File: config.mk
export PLATFORM = sky130hd
export DESIGN_NAME = axi_mem_arbiter
export DESIGN_NICKNAME = d
export VERILOG_FILES = /design/src/rtl/ariane_axi_pkg.sv /design/src/rtl/axi_mem_arb_pkg.sv /design/src/rtl/axi_mem_arbiter_rr_arb2.sv /design/src/rtl/axi_mem_arbiter.sv
export SDC_FILE = /design/constraint.sdc
export NUM_CORES = 1
export LEC_CHECK = 0
export CAP_MARGIN = 20
export CORE_AREA = 2 2 430 432
export CTS_CLUSTER_SIZE = 16
export DETAILED_ROUTE_END_ITERATION = 8
export DIE_AREA = 0 0 432 434
export PLACE_DENSITY = 0.3
export SLEW_MARGIN = 0
export SYNTH_ARGS = -nofsm -noshare
export SYNTH_HDL_FRONTEND = slang
export SYNTH_HIERARCHICAL = 1
export SYNTH_SLANG_ARGS = --single-unit
File: constraint.sdc
create_clock -name clk_i -period 2 [get_ports clk_i]
set_clock_uncertainty 0.2 [all_clocks]
set_input_delay 0.4 -clock clk_i [delete_from_list [all_inputs] [get_ports clk_i]]
set_output_delay 0.4 -clock clk_i [all_outputs]
set_load 0.005 [all_outputs]
File: src/rtl/ariane_axi_pkg.sv
`default_nettype none
// ============================================================================
//  Package     : ariane_axi
//  Description : AXI4 channel and bundle types for the core memory port.
//                The req_t bundle carries everything a master drives and
//                resp_t everything a slave drives.
//  Revision    : 1.0 - initial release
// ============================================================================
package ariane_axi;

   typedef struct packed {
      logic [3:0]  id;
      logic [63:0] addr;
      logic [7:0]  len;
      logic [2:0]  size;
      logic [1:0]  burst;
      logic        lock;
      logic [3:0]  cache;
      logic [2:0]  prot;
      logic [3:0]  qos;
      logic [3:0]  region;
      logic [5:0]  atop;
      logic [0:0]  user;
   } aw_chan_t;

   typedef struct packed {
      logic [63:0] data;
      logic [7:0]  strb;
      logic        last;
      logic [0:0]  user;
   } w_chan_t;

   typedef struct packed {
      logic [3:0]  id;
      logic [1:0]  resp;
      logic [0:0]  user;
   } b_chan_t;

   typedef struct packed {
      logic [3:0]  id;
      logic [63:0] addr;
      logic [7:0]  len;
      logic [2:0]  size;
      logic [1:0]  burst;
      logic        lock;
      logic [3:0]  cache;
      logic [2:0]  prot;
      logic [3:0]  qos;
      logic [3:0]  region;
      logic [0:0]  user;
   } ar_chan_t;

   typedef struct packed {
      logic [3:0]  id;
      logic [63:0] data;
      logic [1:0]  resp;
      logic        last;
      logic [0:0]  user;
   } r_chan_t;

   typedef struct packed {
      aw_chan_t aw;
      logic     aw_valid;
      w_chan_t  w;
      logic     w_valid;
      logic     b_ready;
      ar_chan_t ar;
      logic     ar_valid;
      logic     r_ready;
   } req_t;

   typedef struct packed {
      logic     aw_ready;
      logic     ar_ready;
      logic     w_ready;
      logic     b_valid;
      b_chan_t  b;
      logic     r_valid;
      r_chan_t  r;
   } resp_t;

endpackage
`default_nettype wire

File: src/rtl/axi_mem_arb_pkg.sv
`default_nettype none
// ============================================================================
//  Package     : axi_mem_arb_pkg
//  Description : State encodings and helpers shared by the memory-port
//                arbiter and its round-robin sub-arbiter.
//  Revision    : 1.0 - initial release
// ============================================================================
package axi_mem_arb_pkg;

   localparam int unsigned NUM_MASTERS = 2;

   typedef enum logic [1:0] {
      R_IDLE = 2'd0,
      R_ADDR = 2'd1,
      R_DATA = 2'd2
   } rd_state_e;

   typedef enum logic [1:0] {
      W_IDLE = 2'd0,
      W_XFER = 2'd1,
      W_RESP = 2'd2
   } wr_state_e;

   // Watchdog counters stop at all-ones instead of wrapping back through TIMEOUT.
   function automatic logic [31:0] sat_inc(input logic [31:0] v);
      return (v == 32'hFFFF_FFFF) ? v : v + 32'd1;
   endfunction

endpackage
`default_nettype wire

File: src/rtl/axi_mem_arbiter_rr_arb2.sv
`default_nettype none
// ============================================================================
//  Module      : rr_arb2
//  Description : Two-requester arbiter. With fixed_prio set, requester 0
//                wins contention; otherwise the pointer favours the side
//                that was not granted last. Pointer resets to requester 0.
//  Ports       : clk, rst_n (sync, active-low), req[1:0], fixed_prio,
//                update (a grant is being taken this cycle), gnt_idx
//  Revision    : 1.0 - initial release
// ============================================================================
module rr_arb2 (
   input  logic       clk,
   input  logic       rst_n,
   input  logic [1:0] req,
   input  logic       fixed_prio,
   input  logic       update,
   output logic       gnt_idx
);

   logic ptr;

   always_comb begin
      gnt_idx = 1'b0;
      if (req == 2'b11) begin
         gnt_idx = fixed_prio ? 1'b0 : ptr;
      end else if (req[1]) begin
         gnt_idx = 1'b1;
      end
   end

   always_ff @(posedge clk) begin
      if (!rst_n) begin
         ptr <= 1'b0;
      end else if (update) begin
         ptr <= ~gnt_idx;
      end
   end

endmodule
`default_nettype wire

File: src/rtl/axi_mem_arbiter.sv
`default_nettype none
// ============================================================================
//  Module      : axi_mem_arbiter
//  Description : Shares one AXI4 memory port between two masters. Reads and
//                writes are arbitrated independently, one transaction in
//                flight per direction, responses routed to the owner.
//  Ports       : clk_i, rst_ni (sync, active-low)
//                m_req_i[2] / m_resp_o[2]  master-side AXI bundles
//                s_req_o / s_resp_i        shared memory-port bundle
//                rd_owner_o, rd_busy_o, wr_owner_o, wr_busy_o  status
//                timeout_o                 sticky watchdog flag
//  Revision    : 1.0 - initial release
// ============================================================================
module axi_mem_arbiter
   import axi_mem_arb_pkg::*;
#(
   parameter bit          FIXED_PRIO = 1'b0,
   parameter int unsigned TIMEOUT    = 32'd0
) (
   input  logic                                clk_i,
   input  logic                                rst_ni,
   input  ariane_axi::req_t  [NUM_MASTERS-1:0] m_req_i,
   output ariane_axi::resp_t [NUM_MASTERS-1:0] m_resp_o,
   output ariane_axi::req_t                     s_req_o,
   input  ariane_axi::resp_t                    s_resp_i,
   output logic                                rd_owner_o,
   output logic                                rd_busy_o,
   output logic                                wr_owner_o,
   output logic                                wr_busy_o,
   output logic                                timeout_o
);

   rd_state_e   rd_state, rd_state_nxt;
   wr_state_e   wr_state, wr_state_nxt;
   logic        rd_owner, wr_owner;
   logic        rd_gnt_idx, wr_gnt_idx;
   logic        rd_grant, wr_grant;
   logic        aw_done, w_done, aw_done_nxt, w_done_nxt;
   logic        rd_ar_hs, rd_r_hs, wr_aw_hs, wr_w_hs, wr_b_hs;
   logic [31:0] rd_cnt, wr_cnt, rd_cnt_nxt, wr_cnt_nxt;
   logic        timeout;

   // Grants are only taken from IDLE; the winner is latched and forwarding
   // starts the following cycle.
   assign rd_grant = (rd_state == R_IDLE) && (m_req_i[0].ar_valid || m_req_i[1].ar_valid);
   assign wr_grant = (wr_state == W_IDLE) && (m_req_i[0].aw_valid || m_req_i[1].aw_valid);

   rr_arb2 u_rd_arb (
      .clk        (clk_i),
      .rst_n      (rst_ni),
      .req        ({m_req_i[1].ar_valid, m_req_i[0].ar_valid}),
      .fixed_prio (FIXED_PRIO),
      .update     (rd_grant),
      .gnt_idx    (rd_gnt_idx)
   );

   rr_arb2 u_wr_arb (
      .clk        (clk_i),
      .rst_n      (rst_ni),
      .req        ({m_req_i[1].aw_valid, m_req_i[0].aw_valid}),
      .fixed_prio (FIXED_PRIO),
      .update     (wr_grant),
      .gnt_idx    (wr_gnt_idx)
   );

   // Read FSM next state
   always_comb begin
      rd_state_nxt = rd_state;
      rd_ar_hs     = 1'b0;
      rd_r_hs      = 1'b0;
      case (rd_state)
         R_IDLE: if (rd_grant) rd_state_nxt = R_ADDR;
         R_ADDR: begin
            rd_ar_hs = m_req_i[rd_owner].ar_valid && s_resp_i.ar_ready;
            if (rd_ar_hs) rd_state_nxt = R_DATA;
         end
         R_DATA: begin
            rd_r_hs = s_resp_i.r_valid && m_req_i[rd_owner].r_ready;
            if (rd_r_hs && s_resp_i.r.last) rd_state_nxt = R_IDLE;
         end
         default: rd_state_nxt = R_IDLE;
      endcase
   end

   // Write FSM next state. AW and the last W beat are tracked separately so
   // either order (or the same cycle) completes the transfer phase.
   always_comb begin
      wr_state_nxt = wr_state;
      wr_aw_hs     = (wr_state == W_XFER) && !aw_done &&
                     m_req_i[wr_owner].aw_valid && s_resp_i.aw_ready;
      wr_w_hs      = (wr_state == W_XFER) && !w_done &&
                     m_req_i[wr_owner].w_valid && s_resp_i.w_ready;
      wr_b_hs      = (wr_state == W_RESP) && s_resp_i.b_valid && m_req_i[wr_owner].b_ready;
      aw_done_nxt  = aw_done || wr_aw_hs;
      w_done_nxt   = w_done || (wr_w_hs && m_req_i[wr_owner].w.last);
      case (wr_state)
         W_IDLE:  if (wr_grant) wr_state_nxt = W_XFER;
         W_XFER:  if (aw_done_nxt && w_done_nxt) wr_state_nxt = W_RESP;
         W_RESP:  if (wr_b_hs) wr_state_nxt = W_IDLE;
         default: wr_state_nxt = W_IDLE;
      endcase
   end

   // Channel muxing. Payloads always follow the owner; only valids/readys
   // are qualified by state and ownership.
   always_comb begin
      s_req_o          = '0;
      m_resp_o         = '0;
      s_req_o.ar       = m_req_i[rd_owner].ar;
      s_req_o.aw       = m_req_i[wr_owner].aw;
      s_req_o.w        = m_req_i[wr_owner].w;
      s_req_o.ar_valid = (rd_state == R_ADDR) && m_req_i[rd_owner].ar_valid;
      s_req_o.r_ready  = (rd_state == R_DATA) && m_req_i[rd_owner].r_ready;
      s_req_o.aw_valid = (wr_state == W_XFER) && !aw_done && m_req_i[wr_owner].aw_valid;
      s_req_o.w_valid  = (wr_state == W_XFER) && !w_done && m_req_i[wr_owner].w_valid;
      s_req_o.b_ready  = (wr_state == W_RESP) && m_req_i[wr_owner].b_ready;
      for (int k = 0; k < NUM_MASTERS; k++) begin
         m_resp_o[k].r        = s_resp_i.r;
         m_resp_o[k].b        = s_resp_i.b;
         m_resp_o[k].ar_ready = (rd_state == R_ADDR) && (rd_owner == 1'(k)) && s_resp_i.ar_ready;
         m_resp_o[k].r_valid  = (rd_state == R_DATA) && (rd_owner == 1'(k)) && s_resp_i.r_valid;
         m_resp_o[k].aw_ready = (wr_state == W_XFER) && !aw_done && (wr_owner == 1'(k)) &&
                                s_resp_i.aw_ready;
         m_resp_o[k].w_ready  = (wr_state == W_XFER) && !w_done && (wr_owner == 1'(k)) &&
                                s_resp_i.w_ready;
         m_resp_o[k].b_valid  = (wr_state == W_RESP) && (wr_owner == 1'(k)) && s_resp_i.b_valid;
      end
   end

   // Watchdog: count busy cycles with no progress on the active channel(s).
   assign rd_cnt_nxt = ((rd_state == R_IDLE) || rd_ar_hs || rd_r_hs) ? 32'd0 : sat_inc(rd_cnt);
   assign wr_cnt_nxt = ((wr_state == W_IDLE) || wr_aw_hs || wr_w_hs || wr_b_hs) ?
                       32'd0 : sat_inc(wr_cnt);

   always_ff @(posedge clk_i) begin
      if (!rst_ni) begin
         rd_state <= R_IDLE;
         wr_state <= W_IDLE;
         rd_owner <= 1'b0;
         wr_owner <= 1'b0;
         aw_done  <= 1'b0;
         w_done   <= 1'b0;
         rd_cnt   <= 32'd0;
         wr_cnt   <= 32'd0;
         timeout  <= 1'b0;
      end else begin
         rd_state <= rd_state_nxt;
         wr_state <= wr_state_nxt;
         if (rd_grant) rd_owner <= rd_gnt_idx;
         if (wr_grant) wr_owner <= wr_gnt_idx;
         aw_done  <= (wr_state_nxt == W_XFER) && aw_done_nxt;
         w_done   <= (wr_state_nxt == W_XFER) && w_done_nxt;
         rd_cnt   <= rd_cnt_nxt;
         wr_cnt   <= wr_cnt_nxt;
         if ((TIMEOUT != 32'd0) && ((rd_cnt_nxt == TIMEOUT) || (wr_cnt_nxt == TIMEOUT))) begin
            timeout <= 1'b1;
         end
      end
   end

   assign rd_owner_o = rd_owner;
   assign wr_owner_o = wr_owner;
   assign rd_busy_o  = (rd_state != R_IDLE);
   assign wr_busy_o  = (wr_state != W_IDLE);
   assign timeout_o  = timeout;

endmodule
`default_nettype wire
==> metrics.md <==
| Metric | Value |
|---|---|
| Outcome | `complete, but fails checks` |
| Failing checks | `negative setup slack` |
| Area Growth Syn to Fin | `278%` |
| Initial Util | `0.0286` |
| Layout filler cell count | `21000` |
| Total global-route track usage | `0.122` |
| Largest net degree at the start of global routing | `15` |
| Unrepaired setup endpoints after global routing | `true` |
| Placed cell areas | `16000 um^2` |
| Avg WL per Cell | `31.7 um` |
| Vias in the first global route | `8539` |
| Asr flop ratio synth | `0` |
| Warnings, synthesis | `6` |
| Worst EP arrival | `1.74 ns` |
| CP Capture Type | `output pin` |
| VDD IR max | `0.238 mV` |
| Final Core Density | `0.108` |
| Vias per cell | `2.18` |
| Root Buffer | `clkbuf_16` |
| Sequential-to-total area share from yosys stat | `0.0383` |
| Post-synth EDFFs | `0` |
| Number of synthesized register bits | `10` |
| First-pass GRT wire length | `137000 um` |
| Final hold vios | `0` |
| Top_reg_cell synth | `dfxtp_1` |
| DP HPWL | `111000 um` |
| Clock buffer count from CTS | `3` |
| WL final | `121000 um` |
| Vias | `8334` |
| Power density cells | `288 nW/um^2` |
| CTS tree | `built` |
| DRC | `0` |
| Fraction of layout cells with a size suffix above 1 | `0.556` |
| Fin crit share | `1.17` |
| Startpoint Class | `flip-flop` |
| Post-route minimum period | `2.34 ns` |
| Setup tns final | `-55.81 ns` |
| Post-route worst setup slack | `-0.340 ns` |
| I/O Buffers | `866` |
| Design area | `19700 um^2` |
| Gr ovfl total | `0` |
| Core area | `182000 um^2` |
| Ports | `1102` |
| Clock sink total | `10` |
| Cells after Synth | `554` |
| Nets | `2074` |
| Iter 0 DRT Violations | `209` |
| Hold Path Class | `reg2reg` |
| DR pass1 iterations | `4` |
| CP Class | `reg2out` |
| Remaining antenna violation count | `0` |
| Clock transition at path regs | `0.05 ns` |
| Core Rows | `157` |
| Placed instance count | `3679` |
| Final Max Slew Viols | `0` |
| Worst Path Max Fanout | `9` |
| Die ar. | `187000 um^2` |
| H-Tree Depth | `1` |
| Final setup vio count | `277` |
| Max Fclk | `0.427 GHz` |
| Mean post-synth cell area | `9.43 um^2` |
| Yosys cell types | `33` |
| Post-Layout Cell Count | `3815` |
| Die Y | `434 um` |
| CTS Buffer Depth | `2` |
| # Max-Cap Violations | `0` |
| Pre-CTS setup slack | `-0.824 ns` |
| Worst-Skew Late Latency | `0.26 ns` |
| Initial antenna violation count | `103` |
| Lkg Pwr | `7.62 nW` |
| Cts hold-fix bufs | `0` |
| Worst Path Required | `1.40 ns` |
| Die X | `432 um` |
| Synthesized cell area | `5220 um^2` |
| Final RePlAce weighted congestion | `0.874` |
-- per-layer routing --
layer | global-route usage | part of all wire | vias up | routed length (um)
met2 | 0.225 | 0.50 | 791 | 60600
met1 | 0.107 | 0.30 | 3779 | 36200
met4 | 0.00694 | 0.023 | 18 | 2730
li1 | - | - | 3553 | -
met3 | 0.0962 | 0.18 | 193 | 21400
met5 | 0 | 0.00095 | - | 115
-- placed cells by master (no fill, tap or decap), types with 3 or more instances in the layout --
cell type        synthesis  layout
a31oi_1                  3       3
buf_12                   0      59
buf_16                   0      11
buf_2                   12      15
buf_4                  179      52
buf_6                    1     284
buf_8                    0      41
clkbuf_16                0       8
clkbuf_2                 0      11
clkdlybuf4s15_1          0       3
clkdlybuf4s50_1          0     566
conb_1                   1       3
dfxtp_1                 10       7
diode_2                  0       5
dlymetal6s2s_1           0       7
inv_1                    4       4
mux2_2                 276      34
mux2_4                   1     243
mux2i_1                  6       3
mux2i_4                  0       3
nand2_1                  9       8
nor2_1                  11       7
nor2_4                   1       4
nor2b_1                  7       3
nor2b_2                  0       3
o21ai_0                  4       4
-- synthesized netlist by cell type (2+ instances only) --
| cell | count | area [um^2] |
|---|---|---|
| nor3_1 | 4 | 20.0 |
| nor2_1 | 11 | 41.3 |
| buf_4 | 179 | 1340 |
| a21oi_1 | 2 | 10.0 |
| and2_1 | 2 | 12.5 |
| o21ai_0 | 4 | 20.0 |
| nor3b_1 | 2 | 15.0 |
| and3_1 | 4 | 25.0 |
| a31oi_1 | 3 | 18.8 |
| mux2i_1 | 6 | 60.1 |
| o21ai_2 | 2 | 17.5 |
| inv_1 | 4 | 15.0 |
| mux2_2 | 276 | 3110 |
| nand2_1 | 9 | 33.8 |
| or2_2 | 2 | 12.5 |
| buf_2 | 12 | 60.1 |
| dfxtp_1 | 10 | 200 |
| nor2b_1 | 7 | 43.8 |
-- worst max-delay path, stage by stage, from the launching register on --
cell and delay [ns]:
dfxtp_4 0.36, buf_12 0.15, buf_16 0.13, buf_12 0.15
buf_12 0.15, mux2_2 0.35, buf_6 0.15
-- power by group --
group,leakage [nW],internal (mW),switching (mW)
combinational,7.49,3.09,1.93
sequential,0.0838,0.213,0.0180
clock,0.0442,0.304,0.133
-- cell type report --
type	instances	area, um^2	share of cell area
Timing Repair Buffer	1057	11800	0.597
Multi-Input combinational cell	350	4630	0.235
Tap cell	2385	2980	0.151
Sequential cell	10	209	0.0106
Clock buffer	4	88.8	0.00450
Inverter	4	15.0	0.000761
Antenna cell	5	12.5	0.000634
-- worst paths after layout --
check,start,cells after the start,slack (ns),end
max,wr_owner_o,6,-0.34,s_req_o[209]
min,u_wr_arb/ptr,2,0.35,u_wr_arb/ptr
max reg2reg,wr_owner_o,7,0.13,w_done
min reg2reg,u_wr_arb/ptr,2,0.35,u_wr_arb/ptr
-- timing repair --
action,4_1_cts,5_1_grt
endpoints found under the setup margin,297,296
cloned,12,5
gates resized for setup,916,329
buffers inserted,88,39
pin swaps,2,3
-- flip-flops by register name (all words and copies together), names as in the netlist --
signal        flops
u_rd_arb/ptr      1
wr_state          2
u_wr_arb/ptr      1
rd_owner_o        1
rd_state          2
w_done            1
wr_owner_o        1
aw_done           1
-- cells by family (layout without fill, tap and decap cells) --
family          Yosys count  in the layout  share of synthesized area
compound gates           17             17                     0.0261
simple gates             47             47                     0.0515
mux                     283            283                      0.609
other cells               1              8                   0.000718
flops                    10             10                     0.0383
buf+inv                 196           1065                      0.274
-- stage by stage --
stage               hold WS (ns)  total power [mW]
floorplan                  0.251              1.30
global placement           0.333              4.30
detailed placement         0.332              4.28
CTS                        0.343              5.45
global route               0.394              6.03
finish                     0.346              5.69
Note: power is estimated with default switching activity, not from simulation.
